==> src/rtl/serial_frame_tx_if.sv <==
`default_nettype none
// +----------------------------------------------------------------------------+
// | Module      : serial_frame_tx_if                                            |
// | Description : Producer-side handshake and line signals of serial_frame_tx.   |
// | Revision    : 1.0 - initial release                                         |
// +----------------------------------------------------------------------------+
interface serial_frame_tx_if #(
  parameter int DATA_W = 8
);
  logic [DATA_W-1:0] data_in;
  logic              send;
  logic              ready;
  logic              tx;
  logic              done;

  // Byte producer drives data/send and watches the transmitter status.
  modport master (
    output data_in,
    output send,
    input  ready,
    input  tx,
    input  done
  );

  // Transmitter consumes data/send and drives the line and status.
  modport slave (
    input  data_in,
    input  send,
    output ready,
    output tx,
    output done
  );
endinterface
`default_nettype wire

==> src/rtl/serial_frame_tx.sv <==
`default_nettype none
// +----------------------------------------------------------------------------+
// | Module      : serial_frame_tx                                               |
// | Description : Async serial frame transmitter: start, DATA_W bits LSB first, |
// |               optional parity, STOP_BITS stop bits, BIT_TICKS clocks/bit.   |
// | Revision    : 1.0 - initial release                                         |
// +----------------------------------------------------------------------------+
module serial_frame_tx #(
  parameter int BIT_TICKS  = 20,
  parameter int DATA_W     = 8,
  parameter int PARITY_EN  = 1,
  parameter int PARITY_ODD = 0,
  parameter int STOP_BITS  = 1
) (
  input  wire logic         clk_br,
  input  wire logic         rst_n,
  serial_frame_tx_if.slave  bus
);

  localparam int TW = (BIT_TICKS > 1) ? $clog2(BIT_TICKS) : 1;
  localparam int BW = (DATA_W > 1) ? $clog2(DATA_W) : 1;

  localparam logic [TW-1:0] c_TICK_LAST = TW'(BIT_TICKS - 1);
  // Done is registered, so it is raised one tick ahead of the final stop cycle.
  localparam logic [TW-1:0] c_TICK_PRE  = TW'(BIT_TICKS - 2);
  localparam logic [TW-1:0] c_TICK_ONE  = TW'(1);
  localparam logic [BW-1:0] c_BIT_LAST  = BW'(DATA_W - 1);
  localparam logic [BW-1:0] c_BIT_ONE   = BW'(1);

  typedef enum logic [2:0] {
    S_IDLE   = 3'd0,
    S_START  = 3'd1,
    S_DATA   = 3'd2,
    S_PARITY = 3'd3,
    S_STOP   = 3'd4
  } state_t;

  state_t            r_state;
  logic [TW-1:0]     r_tick;
  logic [BW-1:0]     r_bit;
  logic [DATA_W-1:0] r_shift;
  logic              r_parity;
  logic              r_stop_idx;
  logic              r_tx;
  logic              r_done;

  logic              w_parity;
  logic [DATA_W-1:0] w_shift_next;
  logic              w_stop_last;
  logic              w_tick_last;

  assign w_parity     = (PARITY_ODD != 0) ? ~^bus.data_in : ^bus.data_in;
  assign w_shift_next = r_shift >> 1;
  assign w_stop_last  = (STOP_BITS == 1) ? 1'b1 : r_stop_idx;
  assign w_tick_last  = (r_tick == c_TICK_LAST);

  assign bus.ready = (r_state == S_IDLE);
  assign bus.tx    = r_tx;
  assign bus.done  = r_done;

  // Frame sequencer: state, bit timing, shift register and registered line outputs.
  always_ff @(posedge clk_br) begin
    if (!rst_n) begin
      r_state    <= S_IDLE;
      r_tick     <= '0;
      r_bit      <= '0;
      r_shift    <= '0;
      r_parity   <= 1'b0;
      r_stop_idx <= 1'b0;
      r_tx       <= 1'b1;
      r_done     <= 1'b0;
    end else begin
      r_done <= 1'b0;
      case (r_state)
        S_IDLE: begin
          r_tick     <= '0;
          r_bit      <= '0;
          r_stop_idx <= 1'b0;
          r_tx       <= 1'b1;
          if (bus.send) begin
            r_shift  <= bus.data_in;
            r_parity <= w_parity;
            r_tx     <= 1'b0;
            r_state  <= S_START;
          end
        end
        S_START: begin
          if (w_tick_last) begin
            r_tick  <= '0;
            r_tx    <= r_shift[0];
            r_state <= S_DATA;
          end else begin
            r_tick <= r_tick + c_TICK_ONE;
          end
        end
        S_DATA: begin
          if (w_tick_last) begin
            r_tick  <= '0;
            r_shift <= w_shift_next;
            if (r_bit == c_BIT_LAST) begin
              if (PARITY_EN != 0) begin
                r_tx    <= r_parity;
                r_state <= S_PARITY;
              end else begin
                r_tx    <= 1'b1;
                r_state <= S_STOP;
              end
            end else begin
              r_bit <= r_bit + c_BIT_ONE;
              r_tx  <= w_shift_next[0];
            end
          end else begin
            r_tick <= r_tick + c_TICK_ONE;
          end
        end
        S_PARITY: begin
          if (w_tick_last) begin
            r_tick     <= '0;
            r_tx       <= 1'b1;
            r_stop_idx <= 1'b0;
            r_state    <= S_STOP;
          end else begin
            r_tick <= r_tick + c_TICK_ONE;
          end
        end
        S_STOP: begin
          if (w_stop_last && (r_tick == c_TICK_PRE)) begin
            r_done <= 1'b1;
          end
          if (w_tick_last) begin
            r_tick <= '0;
            if (w_stop_last) begin
              r_state <= S_IDLE;
            end else begin
              r_stop_idx <= 1'b1;
            end
          end else begin
            r_tick <= r_tick + c_TICK_ONE;
          end
        end
        default: begin
          r_state <= S_IDLE;
          r_tx    <= 1'b1;
        end
      endcase
    end
  end

endmodule
`default_nettype wire

==> src/flat_wrapper.sv <==
// flat-port wrapper written by rule: the top's interface ports become plain ports
module serial_frame_tx_flat 
#(
  parameter int BIT_TICKS  = 20,
  parameter int DATA_W     = 8,
  parameter int PARITY_EN  = 1,
  parameter int PARITY_ODD = 0,
  parameter int STOP_BITS  = 1
)
  (clk_br, rst_n, bus_data_in, bus_send, bus_ready, bus_tx, bus_done);
  serial_frame_tx_if #(.DATA_W(DATA_W)) bus_i ();
  input  wire logic clk_br;
  input  wire logic rst_n;
  input wire logic [$bits(bus_i.data_in)-1:0] bus_data_in;
  input wire logic [$bits(bus_i.send)-1:0] bus_send;
  output wire logic [$bits(bus_i.ready)-1:0] bus_ready;
  output wire logic [$bits(bus_i.tx)-1:0] bus_tx;
  output wire logic [$bits(bus_i.done)-1:0] bus_done;
  assign bus_i.data_in = bus_data_in;
  assign bus_i.send = bus_send;
  assign bus_ready = bus_i.ready;
  assign bus_tx = bus_i.tx;
  assign bus_done = bus_i.done;
  serial_frame_tx #(.BIT_TICKS(BIT_TICKS), .DATA_W(DATA_W), .PARITY_EN(PARITY_EN), .PARITY_ODD(PARITY_ODD), .STOP_BITS(STOP_BITS)) u_core (.clk_br(clk_br), .rst_n(rst_n), .bus(bus_i));
endmodule
==> config.mk <==
export PLATFORM = sky130hd
export DESIGN_NAME = serial_frame_tx_flat
export DESIGN_NICKNAME = d
export VERILOG_FILES = /design/src/rtl/serial_frame_tx_if.sv /design/src/rtl/serial_frame_tx.sv /design/src/flat_wrapper.sv
export SDC_FILE = /design/constraint.sdc
export NUM_CORES = 1
export LEC_CHECK = 0
export CAP_MARGIN = 0
export CORE_MARGIN = 2
export CORE_UTILIZATION = 48
export CTS_BUF_LIST = sky130_fd_sc_hd__clkbuf_4 sky130_fd_sc_hd__clkbuf_8
export DETAILED_ROUTE_END_ITERATION = 7
export PLACE_DENSITY = 0.81
export SLEW_MARGIN = 20
export SYNTH_ARGS = -nofsm -noshare
export SYNTH_HDL_FRONTEND = slang
export SYNTH_SLANG_ARGS = --single-unit
==> constraint.sdc <==
create_clock -name clk_br -period 1.6 [get_ports clk_br]
set_input_delay 0.24 -clock clk_br [delete_from_list [all_inputs] [get_ports clk_br]]
set_output_delay 0.24 -clock clk_br [all_outputs]
set_load 0.05 [all_outputs]
==> flow_metrics.py <==
metrics = {
    "hold_path": {
        "holdCritPathClass": "reg2reg",
    },
    "yosys": {
        "syn-num-nets": 159,
        "synth_top_cell_area_share_pct": 34.8,
        "ys_types": 39,
        "synthTopCellsByArea": "dfxtp_1 35%, a211oi_2 6.9%, a21oi_1 6.3%, mux2i_1 6.3%, xnor2_1 4.8%",
        "avgSynthCellArea_sq_um": 8.79,
        "ys.flop_type": "dfxtp_1",
        "yosysSeqAreaShare_pct": 34.8,
        "synth_area_sq_um": 1270,
        "synth_edf_count": 0,
        "ys_warn_count": 0,
        "ys_ff_latch": 22,
        "syn_inst": 144,
        "synthArstFlopShare_pct": 0,
        "synth_top_cell_by_area": "dfxtp_1",
    },
    "setup_path": {
        "regToRegSetupSlack_ns": 0.09,
        "crit_slowest_cell": "dfxtp_2",
        "critPathMaxStageDelay_ns": 0.35,
        "critPathMaxFanout": 6,
        "crit_type": "reg2reg",
        "path_cells": "ha_1 -> and4bb_4 -> nor3b_1 -> a21oi_1 -> a211oi_1",
        "endpoint_kind": "flip-flop",
        "critPathArrivalTime_ns": 1.73,
        "cp.required_ns": 1.82,
        "start_kind": "flip-flop",
    },
    "layout": {
        "insertedDiodeCount": 0,
        "num-fill-cells": 219,
        "multi_input_area_sq_um": 778,
        "nets": 176,
        "fin_cells": 189,
        "area_growth_pct": 18.3,
        "seq_area_sq_um": 442,
        "drive_gt1_share_pct": 18.9,
    },
    "clock_network": {
        "cts-buffers-inserted": 3,
        "hold_buffers": 0,
        "cts_tree": "yes",
        "clk_path_buf_depth": 2,
        "post_cts_resized": 0,
        "cts-root-buf": "clkbuf_4",
        "htree_levels": 1,
        "clkLatencyLatePin_ns": 0.31,
        "clock-sinks": 22,
        "clk_pin_slew_ns": 0.12,
        "postCtsSetupRepairBufs": 0,
    },
    "routing": {
        "viasPerCell": 5.85,
        "drt_first_iter_violations": 26,
        "drt_pass1_iterations": 4,
        "wl_per_cell_um": 13.8,
        "ant_nets": 0,
        "drcViolationCount": 0,
        "num_vias": 1105,
        "drt_wl_total_um": 2600,
    },
    "sta": {
        "maxSlewViolCount": 0,
        "hold_viol": 0,
        "setup_violations": 0,
        "tightest_slew_ns": 0.562,
        "max_freq_ghz": 0.664,
        "period_share_pct": 94.1,
        "rsz0062_at_grt": "false",
        "fin_tns_setup_ns": 0,
        "period_needed_ns": 1.51,
        "maxSlewHeadroom_pct": 62.5,
        "skew_ns": 0.00272,
        "hold_ws_ns": 0.490,
    },
    "grt": {
        "grt_pass1_vias": 1041,
        "grt_overflow_total": 0,
        "grt_pass1_wl_um": 4510,
        "antenna_found_initial": 0,
        "grt_max_degree": 14,
        "grt_usage_pct": 17.9,
    },
    "placement": {
        "gp_congestion": 0.816,
        "hpwlAfterDp_um": 2020,
        "dp_cells": 186,
        "port_buffers": 13,
    },
    "floorplanning": {
        "num_rows": 18,
        "die_w_um": 55.4,
        "fp.dieArea_sq_um": 3060,
        "num_io_pins": 14,
        "core_area_sq_um": 2500,
        "die_h_um": 55.4,
        "start_util_pct": 50.7,
    },
    "power_and_ir_drop": {
        "vdd_ir_drop_max_v": 0.000433,
        "p_leak_nw": 0.516,
        "power_density_nw_per_um2": 708,
    },
    "flow_run": {
        "drv_cap": 0,
    },
    "run_status": {
        "status": "complete, no violations",
    },
}
## final cells by class
class	instances	share of cell area (%)
Clock buffer	3	1.50
Inverter	4	1.00
Multi-Input combinational cell	108	52.0
Sequential cell	22	29.5
Tap cell	30	2.51
Timing Repair Buffer	22	13.5
## per-stage QoR
step                      area, sq um  util [%]  power, W  worst slack, ns
after floorplan                  1280         -  0.000748           0.0756
after global placement           1470      58.7  0.000810           0.0771
after detailed placement         1470      58.7  0.000818           0.0222
after CTS                        1490      59.6   0.00107           0.0890
after global routing             1500      59.9   0.00112          0.00120
final                            1500      59.9   0.00106           0.0949
## logic make-up after synthesis
logic type	Yosys count	synth area share, %
AOI/OAI and AO/OA	41	23.2
xor gates and xnor gates	9	6.23
adders and majority gates	4	3.95
buffers and inverters	14	5.14
DFF	22	34.8
muxes	8	6.32
and+or+nand+nor	46	20.4
## worst max-delay path, delay by kind of cell, from the launching register on
family / cells / cell delay, ns
AND/OR/NAND/NOR: 2 / 0.53
flip-flops: 1 / 0.35
AO/OA/AOI/OAI: 2 / 0.34
adder cells (fa/ha/maj): 1 / 0.20
## cell usage in the layout (no fill, tap or decap), drive strengths merged, types with 3 or more instances in the layout
| master | netlist | layout |
|---|---|---|
| ha | 4 | 4 |
| o22ai | 3 | 3 |
| clkdlybuf4s50 | 0 | 10 |
| a211oi | 8 | 8 |
| nand3 | 3 | 3 |
| xnor2 | 7 | 7 |
| nand2 | 12 | 12 |
| nor2 | 9 | 9 |
| inv | 4 | 4 |
| buf | 6 | 12 |
| nor2b | 3 | 3 |
| a21oi | 16 | 16 |
| dfxtp | 22 | 22 |
| clkbuf | 4 | 3 |
| mux2i | 8 | 8 |
| o21ai | 6 | 6 |
## cells in the mapped netlist, drive strengths merged, types with 2 or more instances
| cell | number |
|---|---|
| a21oi | 16 |
| or3 | 2 |
| o21ai | 6 |
| nand3 | 3 |
| o22ai | 3 |
| ha | 4 |
| a311oi | 2 |
| nand2 | 12 |
| nand4b | 2 |
| a211oi | 8 |
| dfxtp | 22 |
| xnor2 | 7 |
| nand4 | 2 |
| inv | 4 |
| nand3b | 2 |
| xor2 | 2 |
| mux2i | 8 |
| nor3b | 2 |
| and2 | 2 |
| clkbuf | 4 |
| nor3 | 2 |
| a31oi | 2 |
| buf | 6 |
| nor2 | 9 |
| nor2b | 3 |
## registers in the layout, indices dropped and copies added (netlist names)
name,count
u_core.r_shift,8
u_core.r_tick,5
u_core.r_bit,3
u_core.r_state,3
u_core.bus.done,1
u_core.bus.tx,1
u_core.r_parity,1
## metal layers
layer | track usage, % | vias to the layer above | wire, um
li1 | - | 550 | -
met1 | 21.7 | 514 | 1120
met2 | 31.0 | 34 | 1320
met3 | 3.04 | 7 | 97
met4 | 8.01 | 0 | 61
met5 | 0 | - | 0
## path summary, 6_finish.rpt
check / cells past startpoint / endpoint / startpoint
worst min register to register: 2 / u_core.r_bit[1] / u_core.r_bit[1]
worst min-delay path: 2 / u_core.r_bit[1] / u_core.r_bit[1]
worst max-delay path: 5 / u_core.r_tick[2] / u_core.r_tick[0]
worst max register to register: 5 / u_core.r_tick[2] / u_core.r_tick[0]
## report_power, final
| group | internal, W | switching [W] | total (W) |
|---|---|---|---|
| Combinational | 0.000105 | 0.000108 | 0.000213 |
| Sequential | 0.000573 | 0.0000196 | 0.000593 |
| Clock | 0.0000880 | 0.000166 | 0.000254 |
| Total | 0.000766 | 0.000294 | 0.00106 |
No activity file was read; power rests on OpenSTA's default activity.
